File: src/rtl/cpu_pkg.sv
// Shared opcode/funct constants, sequencer state encoding and the pipeline
// control bundle used by pipeline_sequencer.
package cpu_pkg;

    localparam int CNT_W = 5;

    localparam logic [3:0] OP_RTYPE = 4'b0000;
    localparam logic [3:0] OP_BEQ   = 4'b0100;
    localparam logic [3:0] OP_BGT   = 4'b0101;
    localparam logic [3:0] OP_BLT   = 4'b0110;
    localparam logic [3:0] OP_LBU   = 4'b1000;
    localparam logic [3:0] OP_LW    = 4'b1010;
    localparam logic [3:0] OP_JMP   = 4'b1100;
    localparam logic [3:0] OP_HALT  = 4'b1111;

    localparam logic [3:0] FN_MUL = 4'b0100;
    localparam logic [3:0] FN_DIV = 4'b1000;

    typedef enum logic [1:0] {
        ST_RUN    = 2'b00,
        ST_MULDIV = 2'b01,
        ST_DRAIN  = 2'b10,
        ST_HALTED = 2'b11
    } seq_state_t;

    typedef struct packed {
        logic pc_write;
        logic ifid_write;
        logic idex_write;
        logic ifid_flush;
        logic idex_flush;
        logic exmem_flush;
        logic muldiv_start;
    } ctl_t;

    localparam ctl_t CTL_DEFAULT = '{pc_write: 1'b1, ifid_write: 1'b1, idex_write: 1'b1,
                                     ifid_flush: 1'b0, idex_flush: 1'b0, exmem_flush: 1'b0,
                                     muldiv_start: 1'b0};

    // Everything frozen and every stage bubbled; used by reset and HALTED.
    localparam ctl_t CTL_FREEZE  = '{pc_write: 1'b0, ifid_write: 1'b0, idex_write: 1'b0,
                                     ifid_flush: 1'b1, idex_flush: 1'b1, exmem_flush: 1'b1,
                                     muldiv_start: 1'b0};

    function automatic logic is_muldiv(input logic [3:0] opcode, input logic [3:0] funct);
        return (opcode == OP_RTYPE) && ((funct == FN_MUL) || (funct == FN_DIV));
    endfunction

endpackage

File: src/rtl/stall_counter.sv
// Loadable down-counter shared by the MULDIV and DRAIN sequences; it saturates
// at 1 so the state machine can hold on is_one without re-arming.
module stall_counter
    import cpu_pkg::*;
#(
    parameter int W = CNT_W
) (
    input  logic         clk,
    input  logic         reset,
    input  logic         load,
    input  logic [W-1:0] load_val,
    input  logic         dec,
    output logic [W-1:0] cnt,
    output logic         is_one
);

    always_ff @(posedge clk) begin
        if (reset) begin
            cnt <= '0;
        end else if (load) begin
            cnt <= load_val;
        end else if (dec && (cnt > W'(1))) begin
            cnt <= cnt - W'(1);
        end
    end

    assign is_one = (cnt == W'(1));

endmodule

File: src/rtl/pipeline_sequencer.sv
// Pipeline control sequencer: multi-cycle mul/div stalls, load-use bubbles,
// wrong-path squash on branch/jump, and drain-then-stop on halt.
module pipeline_sequencer
    import cpu_pkg::*;
#(
    parameter int MUL_CYCLES   = 4,
    parameter int DIV_CYCLES   = 16,
    parameter int DRAIN_CYCLES = 3
) (
    input  logic       clk,
    input  logic       reset,
    input  logic [3:0] id_opcode,
    input  logic [3:0] id_rs,
    input  logic [3:0] id_rt,
    input  logic [3:0] ex_opcode,
    input  logic [3:0] ex_funct,
    input  logic [3:0] ex_rd,
    input  logic       ex_branch_taken,
    output logic       pc_write,
    output logic       ifid_write,
    output logic       idex_write,
    output logic       ifid_flush,
    output logic       idex_flush,
    output logic       exmem_flush,
    output logic       muldiv_start,
    output logic       muldiv_busy,
    output logic       halted,
    output logic [1:0] state
);

    localparam logic [CNT_W-1:0] MUL_LOAD   = CNT_W'(MUL_CYCLES - 1);
    localparam logic [CNT_W-1:0] DIV_LOAD   = CNT_W'(DIV_CYCLES - 1);
    localparam logic [CNT_W-1:0] DRAIN_LOAD = CNT_W'(DRAIN_CYCLES);

    seq_state_t       cur_state, next_state;
    ctl_t             ctl;
    logic             cnt_load, cnt_dec, cnt_is_one;
    logic [CNT_W-1:0] cnt_load_val, cnt;
    logic             busy, stop, load_use;

    stall_counter #(.W(CNT_W)) u_cnt (
        .clk      (clk),
        .reset    (reset),
        .load     (cnt_load),
        .load_val (cnt_load_val),
        .dec      (cnt_dec),
        .cnt      (cnt),
        .is_one   (cnt_is_one)
    );

    always_ff @(posedge clk) begin
        if (reset) cur_state <= ST_RUN;
        else       cur_state <= next_state;
    end

    // Jump and halt in ID never consume the loaded value, so no bubble for them.
    assign load_use = ((ex_opcode == OP_LW) || (ex_opcode == OP_LBU)) &&
                      ((ex_rd == id_rs) || (ex_rd == id_rt)) &&
                      (id_opcode != OP_JMP) && (id_opcode != OP_HALT);

    always_comb begin
        ctl          = CTL_DEFAULT;
        next_state   = cur_state;
        cnt_load     = 1'b0;
        cnt_load_val = '0;
        cnt_dec      = 1'b0;
        busy         = 1'b0;
        stop         = 1'b0;
        if (reset) begin
            ctl        = CTL_FREEZE;
            next_state = ST_RUN;
        end else begin
            unique case (cur_state)
                ST_RUN: begin
                    if (ex_branch_taken) begin
                        ctl.ifid_flush = 1'b1;
                        ctl.idex_flush = 1'b1;
                    end else if (is_muldiv(ex_opcode, ex_funct)) begin
                        ctl.muldiv_start = 1'b1;
                        ctl.pc_write     = 1'b0;
                        ctl.ifid_write   = 1'b0;
                        ctl.idex_write   = 1'b0;
                        ctl.exmem_flush  = 1'b1;
                        cnt_load         = 1'b1;
                        cnt_load_val     = (ex_funct == FN_MUL) ? MUL_LOAD : DIV_LOAD;
                        next_state       = ST_MULDIV;
                    end else if (load_use) begin
                        ctl.pc_write   = 1'b0;
                        ctl.ifid_write = 1'b0;
                        ctl.idex_flush = 1'b1;
                    end else if (id_opcode == OP_HALT) begin
                        ctl.pc_write   = 1'b0;
                        ctl.ifid_write = 1'b0;
                        ctl.idex_flush = 1'b1;
                        cnt_load       = 1'b1;
                        cnt_load_val   = DRAIN_LOAD;
                        next_state     = ST_DRAIN;
                    end else if (id_opcode == OP_JMP) begin
                        ctl.ifid_flush = 1'b1;
                    end
                end
                ST_MULDIV: begin
                    busy = 1'b1;
                    // On the last count the defaults let the result advance out of EX.
                    if (cnt_is_one) begin
                        next_state = ST_RUN;
                    end else begin
                        ctl.pc_write    = 1'b0;
                        ctl.ifid_write  = 1'b0;
                        ctl.idex_write  = 1'b0;
                        ctl.exmem_flush = 1'b1;
                        cnt_dec         = 1'b1;
                    end
                end
                ST_DRAIN: begin
                    ctl.pc_write   = 1'b0;
                    ctl.ifid_write = 1'b0;
                    ctl.idex_flush = 1'b1;
                    cnt_dec        = 1'b1;
                    if (cnt_is_one) next_state = ST_HALTED;
                end
                ST_HALTED: begin
                    ctl  = CTL_FREEZE;
                    stop = 1'b1;
                end
                default: next_state = ST_RUN;
            endcase
        end
    end

    assign pc_write     = ctl.pc_write;
    assign ifid_write   = ctl.ifid_write;
    assign idex_write   = ctl.idex_write;
    assign ifid_flush   = ctl.ifid_flush;
    assign idex_flush   = ctl.idex_flush;
    assign exmem_flush  = ctl.exmem_flush;
    assign muldiv_start = ctl.muldiv_start;
    assign muldiv_busy  = busy;
    assign halted       = stop;
    assign state        = cur_state;

endmodule

File: config.mk
export PLATFORM = sky130hd
export DESIGN_NAME = pipeline_sequencer
export DESIGN_NICKNAME = d
export VERILOG_FILES = /design/src/rtl/cpu_pkg.sv /design/src/rtl/stall_counter.sv /design/src/rtl/pipeline_sequencer.sv
export SDC_FILE = /design/constraint.sdc
export NUM_CORES = 1
export LEC_CHECK = 0
export CORE_MARGIN = 2
export CORE_UTILIZATION = 32
export DETAILED_ROUTE_END_ITERATION = 6
export MAX_ROUTING_LAYER = met4
export PLACE_DENSITY_LB_ADDON = 0.08
export SETUP_SLACK_MARGIN = 0.4
export SLEW_MARGIN = 20
export SYNTH_ARGS = -nofsm -noshare
export SYNTH_HDL_FRONTEND = slang
export SYNTH_HIERARCHICAL = 1
export SYNTH_SLANG_ARGS = --single-unit
File: constraint.sdc
create_clock -name clk -period 5 [get_ports clk]
set_input_delay 0.75 -clock clk [delete_from_list [all_inputs] [get_ports clk]]
set_output_delay 0.75 -clock clk [all_outputs]
set_load 0.02 [all_outputs]
Word level (Yosys, flattened, before mapping)
Cells that the tools add are included.

Flip-flop bits (word level): 7. Bits of input ports: 27. Output and inout port bits: 11. Logic and storage cells: 86.

Add/subtract/negate cells: 1. Magnitude comparators: 1. Equality and inequality tests: 19. Multiplexer cells: 49. Reductions and logical operators: 14.

Operator list (number): 2-bit two-way mux (15); 4-bit equality test (second input constant) (5); 1-bit two-way mux (18); 4-bit two-way mux (4); 2-bit one-hot mux with 3 select lines (2); 5-bit two-way mux (2); 4-bit equality test (2); 4-bit inequality test (second input constant) (2); 7-bit two-way mux (1); 3-bit two-way mux (2); 2-bit inequality test (second input constant) (3); 3-bit inequality test (second input constant) (2); 1-bit one-hot mux with 2 select lines (3); 1-bit one-hot mux with 3 select lines (2); 6-bit AND reduction (1); 5-bit by 1-bit equality test with 1-bit output (second input constant) (1); 5-bit by 1-bit greater-than comparator with 1-bit output (second input constant) (1); 1-bit logical AND (5); 5-bit by 1-bit subtractor with 5-bit output (second input constant) (1); 2-bit equality test (second input constant) (2); 4-bit by 3-bit equality test with 1-bit output (second input constant) (1); 4-bit zero test (1); 1-bit logical OR (3); 3-bit nonzero test (1); 4 further kinds (4).

Depth between registers and ports, before layout
Depth in word-level cells: 11. Gate-level depth with buffers: 9.

Hierarchy
The synthesis kept the hierarchy.

Modules (own cells, without submodules): pipeline_sequencer (instances 1, cells an instance 78, area each 586.8 um^2, sequential area each 40.0 um^2); stall_counter (instances 1, cells an instance 44, area each 364.1 um^2, sequential area each 100.1 um^2).

Least setup slack after synthesis
No wires, ideal clock.

Path kind: input-to-output. From: input ex_opcode[1]. To: output exmem_flush. Arrival time: 2.374 ns. Data required time: 4.250 ns. Setup slack: 1.876 ns. Stages on the path: 5. Path buffers: 1. Path through: or4_4 or4_1 buf_6 o31a_1 o21ai_2.

Word-level cells in the longest chain between the ends: 6.

RTL lines: start: declaration (RTL line pipeline_sequencer.sv:15) `input logic [3:0] ex_opcode,`; 4-bit zero test (RTL line cpu_pkg.sv:46) `return (opcode == OP_RTYPE) && ((funct == FN_MUL) || (funct == FN_DIV));`; 1-bit logical AND (RTL line cpu_pkg.sv:46); 2-bit two-way mux (RTL line pipeline_sequencer.sv:78) `end else if (is_muldiv(ex_opcode, ex_funct)) begin`; 2-bit two-way mux (RTL line pipeline_sequencer.sv:75) `if (ex_branch_taken) begin`; 1-bit one-hot mux with 3 select lines (RTL line pipeline_sequencer.sv:73) `unique case (cur_state)`; 7-bit two-way mux (RTL line pipeline_sequencer.sv:69) `if (reset) begin`; end: declaration (RTL line pipeline_sequencer.sv:24) `output logic exmem_flush,`.

No other way between the ends.

Final worst setup path
From: input ex_opcode[3]. To: output exmem_flush.

Same word-level chain as after synthesis.

==> out/qor.txt <==
outcome - completed
maximum clock rate - 242 MHz
met1 wire length - 1210 um
Post-CTS Resized - 0
ys flop type - dfxtp_1
Placed Cells - 185
Worst Path Arrival - 3380 ps
crit path max fanout - 8
combinational share of power - 36.1%
first-pass GRT wire length - 4370 um
Final nets - 194
worst min-delay path class - reg2reg
Clock Skew - 5.45 ps
peak supply drop - 0.136 mV
final hold vios - 0
measured slew at the worst slew-check pin - 788 ps
Netlist cell types - 52
Net Sw Power - 49.9 uW
Layout area overhead - 42.6%
clock buffer depth - 2
layout cells sized above 1 - 8.23%
Post-synth EDFFs - 0
die footprint - 3420 um2
CTS tree - built
worst r2r src - state[0]
fin crit share - 82.6%
starting density of the core - 34.2%
hold_ws - 544 ps
vias in the first global route - 972
critical path required time - 4250 ps
Port-buffer cells - 37
Lkg Pwr - 0.000492 uW
Iteration-0 DRC Markers - 25
Post-Syn Nets - 157
routability cong. - 0.828
core box area - 2780 um2
I/O Pins - 38
Critical Path Source - ex_opcode[3]
clk slew on worst S/H paths - 50 ps
die height - 58.5 um
Die Span X - 58.5 um
Post-CTS Hold Buffers - 0
Synth Warn # - 6
ant diodes - 0
Root Driver - clkbuf_4
Wirelength per Cell - 14.2 um
number of CTS-inserted buffers - 3
Post-Syn Area - 951 um2
DP HPWL - 2150 um
main area contributors after synthesis - dfxtp_1 (15%), ha_1 (11%), xor2_1 (7.4%)
Setup Buffers After CTS - 0
Setup-failing EPs final - 0
Worst setup EP type - output pin
Clock Sinks - 7
DP Area - 1330 um2
Sum Neg Setup Slack - 0 ps
met2 WL - 1240 um
clock network power share - 30.5%
Synth async-reset ratio - 0%
leading area contributor after synthesis - dfxtp_1
Seq/Total Area, Yosys - 14.7%
std cell rows - 19
Hold Crit Start - state[0]
WL met3 - 221 um
clock period minus worst slack - 4130 ps
sequential share of power - 33.4%
Net Sw Frac - 29.0%
CTS H-tree lvls - 1
Slew Viols, Final - 0
CP Launch Type - input pin
initial antenna violation count - 0
Syn Inst Count - 122
final instance area - 1360 um2
clock latency on the worst-skew pair - 250 ps
Via Count - 1044
top-area cell type share of the netlist area - 14.7%
WL final - 2680 um
total global-route track usage - 16.7%
Seq cells post-synth - 7
worst rel slew slack - 47.5%
pin count of the biggest net entering global routing - 19
Avg Cell Area, Syn - 7.79 um2
non-filler cells, final - 189
kind of critical path - in2out
Int Power - 122 uW
via/cell ratio - 5.52
Routed Antenna Nets - 0
global route overflow - 0
P per Cell Area - 127 nW/um2
MaxCap Viol Count - 0
RSZ-0062 raised after global routing - false
top layer in use - met4
DRC viols - 0
DRT Pass-1 Iters - 4
[state kept, by name, summed over array words and instances (netlist names)]
register,count
state,2
u_cnt/cnt,5
[worst paths after layout]
check / to / slack, ps / depth (start not counted)
setup / recovery: exmem_flush / 870 / 6
hold reg to reg: state[0] / 540 / 2
setup reg to reg: u_cnt/cnt[2] / 2690 / 8
hold / removal: state[0] / 540 / 2
[power by group through the flow]
stage               Clock (uW)  Combinational, uW  Sequential, uW
CTS                       56.6               62.6            57.5
finish                    52.5               62.1            57.5
detailed placement           0               62.2            58.7
global placement             0               61.6            58.6
global route              58.3               67.6            57.6
floorplan                    0               28.2            58.7
[routing by layer]
metal / GRT usage [%] / vias up
met3: 2.42 / 2
met5: - / -
met1: 20.6 / 490
met4: 7.97 / 0
met2: 26.6 / 33
li1: - / 519
[area by class of cell]
type / count / area (um2)
fill: 270 / 1430
multi-input combinational: 100 / 743
timing repair buffer: 37 / 370
sequential: 7 / 140
tap: 31 / 38.8
inverter: 10 / 37.5
clock buffer: 4 / 26.3
[per-stage QoR]
stage,util [%],total power (uW),setup WS [ps]
finish,48.8,172,868
global route,48.8,183,790
CTS,48.8,177,859
detailed placement,47.8,121,864
global placement,47.8,120,877
floorplan,-,86.9,1880
[cells by family after synthesis]
| logic type | count (synthesis) | synth area share, % |
|---|---|---|
| XOR/XNOR | 9 | 8.29 |
| adder cells (fa/ha/maj) | 8 | 10.5 |
| other | 1 | 0.394 |
| multiplexers | 3 | 3.16 |
| AND/OR/NAND/NOR | 49 | 30.4 |
| buffers and inverters | 15 | 7.11 |
| AO/OA/AOI/OAI | 30 | 25.4 |
| flip-flops | 7 | 14.7 |
[cells in the final DEF, fill, tap and decap left out, types with 2 or more instances in the layout]
cell type | netlist | layout
nor2b_1 | 4 | 4
nand2b_1 | 2 | 2
mux2i_1 | 3 | 3
a21oi_1 | 8 | 8
nor2_1 | 9 | 9
nor4b_1 | 2 | 2
inv_1 | 10 | 10
nand3_1 | 4 | 4
o21ai_0 | 2 | 2
clkdlybuf4s50_1 | 0 | 37
nor4_1 | 5 | 5
nand2_1 | 8 | 8
xor2_1 | 8 | 8
dfxtp_1 | 7 | 7
and2_1 | 2 | 2
clkbuf_4 | 0 | 3
or4_4 | 2 | 2
ha_1 | 8 | 8
[critical path, cell delays in order]
cell and delay [ps]:
clkdlybuf4s50_1 420, or4_4 530, or4_1 650, o31a_1 310, o21ai_2 100, clkdlybuf4s50_1 610
[synthesized netlist by cell type, drive strengths merged (2+ instances only)]
library cell,n
buf,2
o21ai,3
nor4,5
xor2,8
a31oi,2
ha,8
nor2b,4
dfxtp,7
nor2,9
or4b,2
nor4b,2
a21oi,8
a311oi,2
and2,2
mux2i,3
nand2b,2
nand3,4
clkbuf,3
or4,3
nand2,8
inv,10
(Power assumes the default switching activity.)
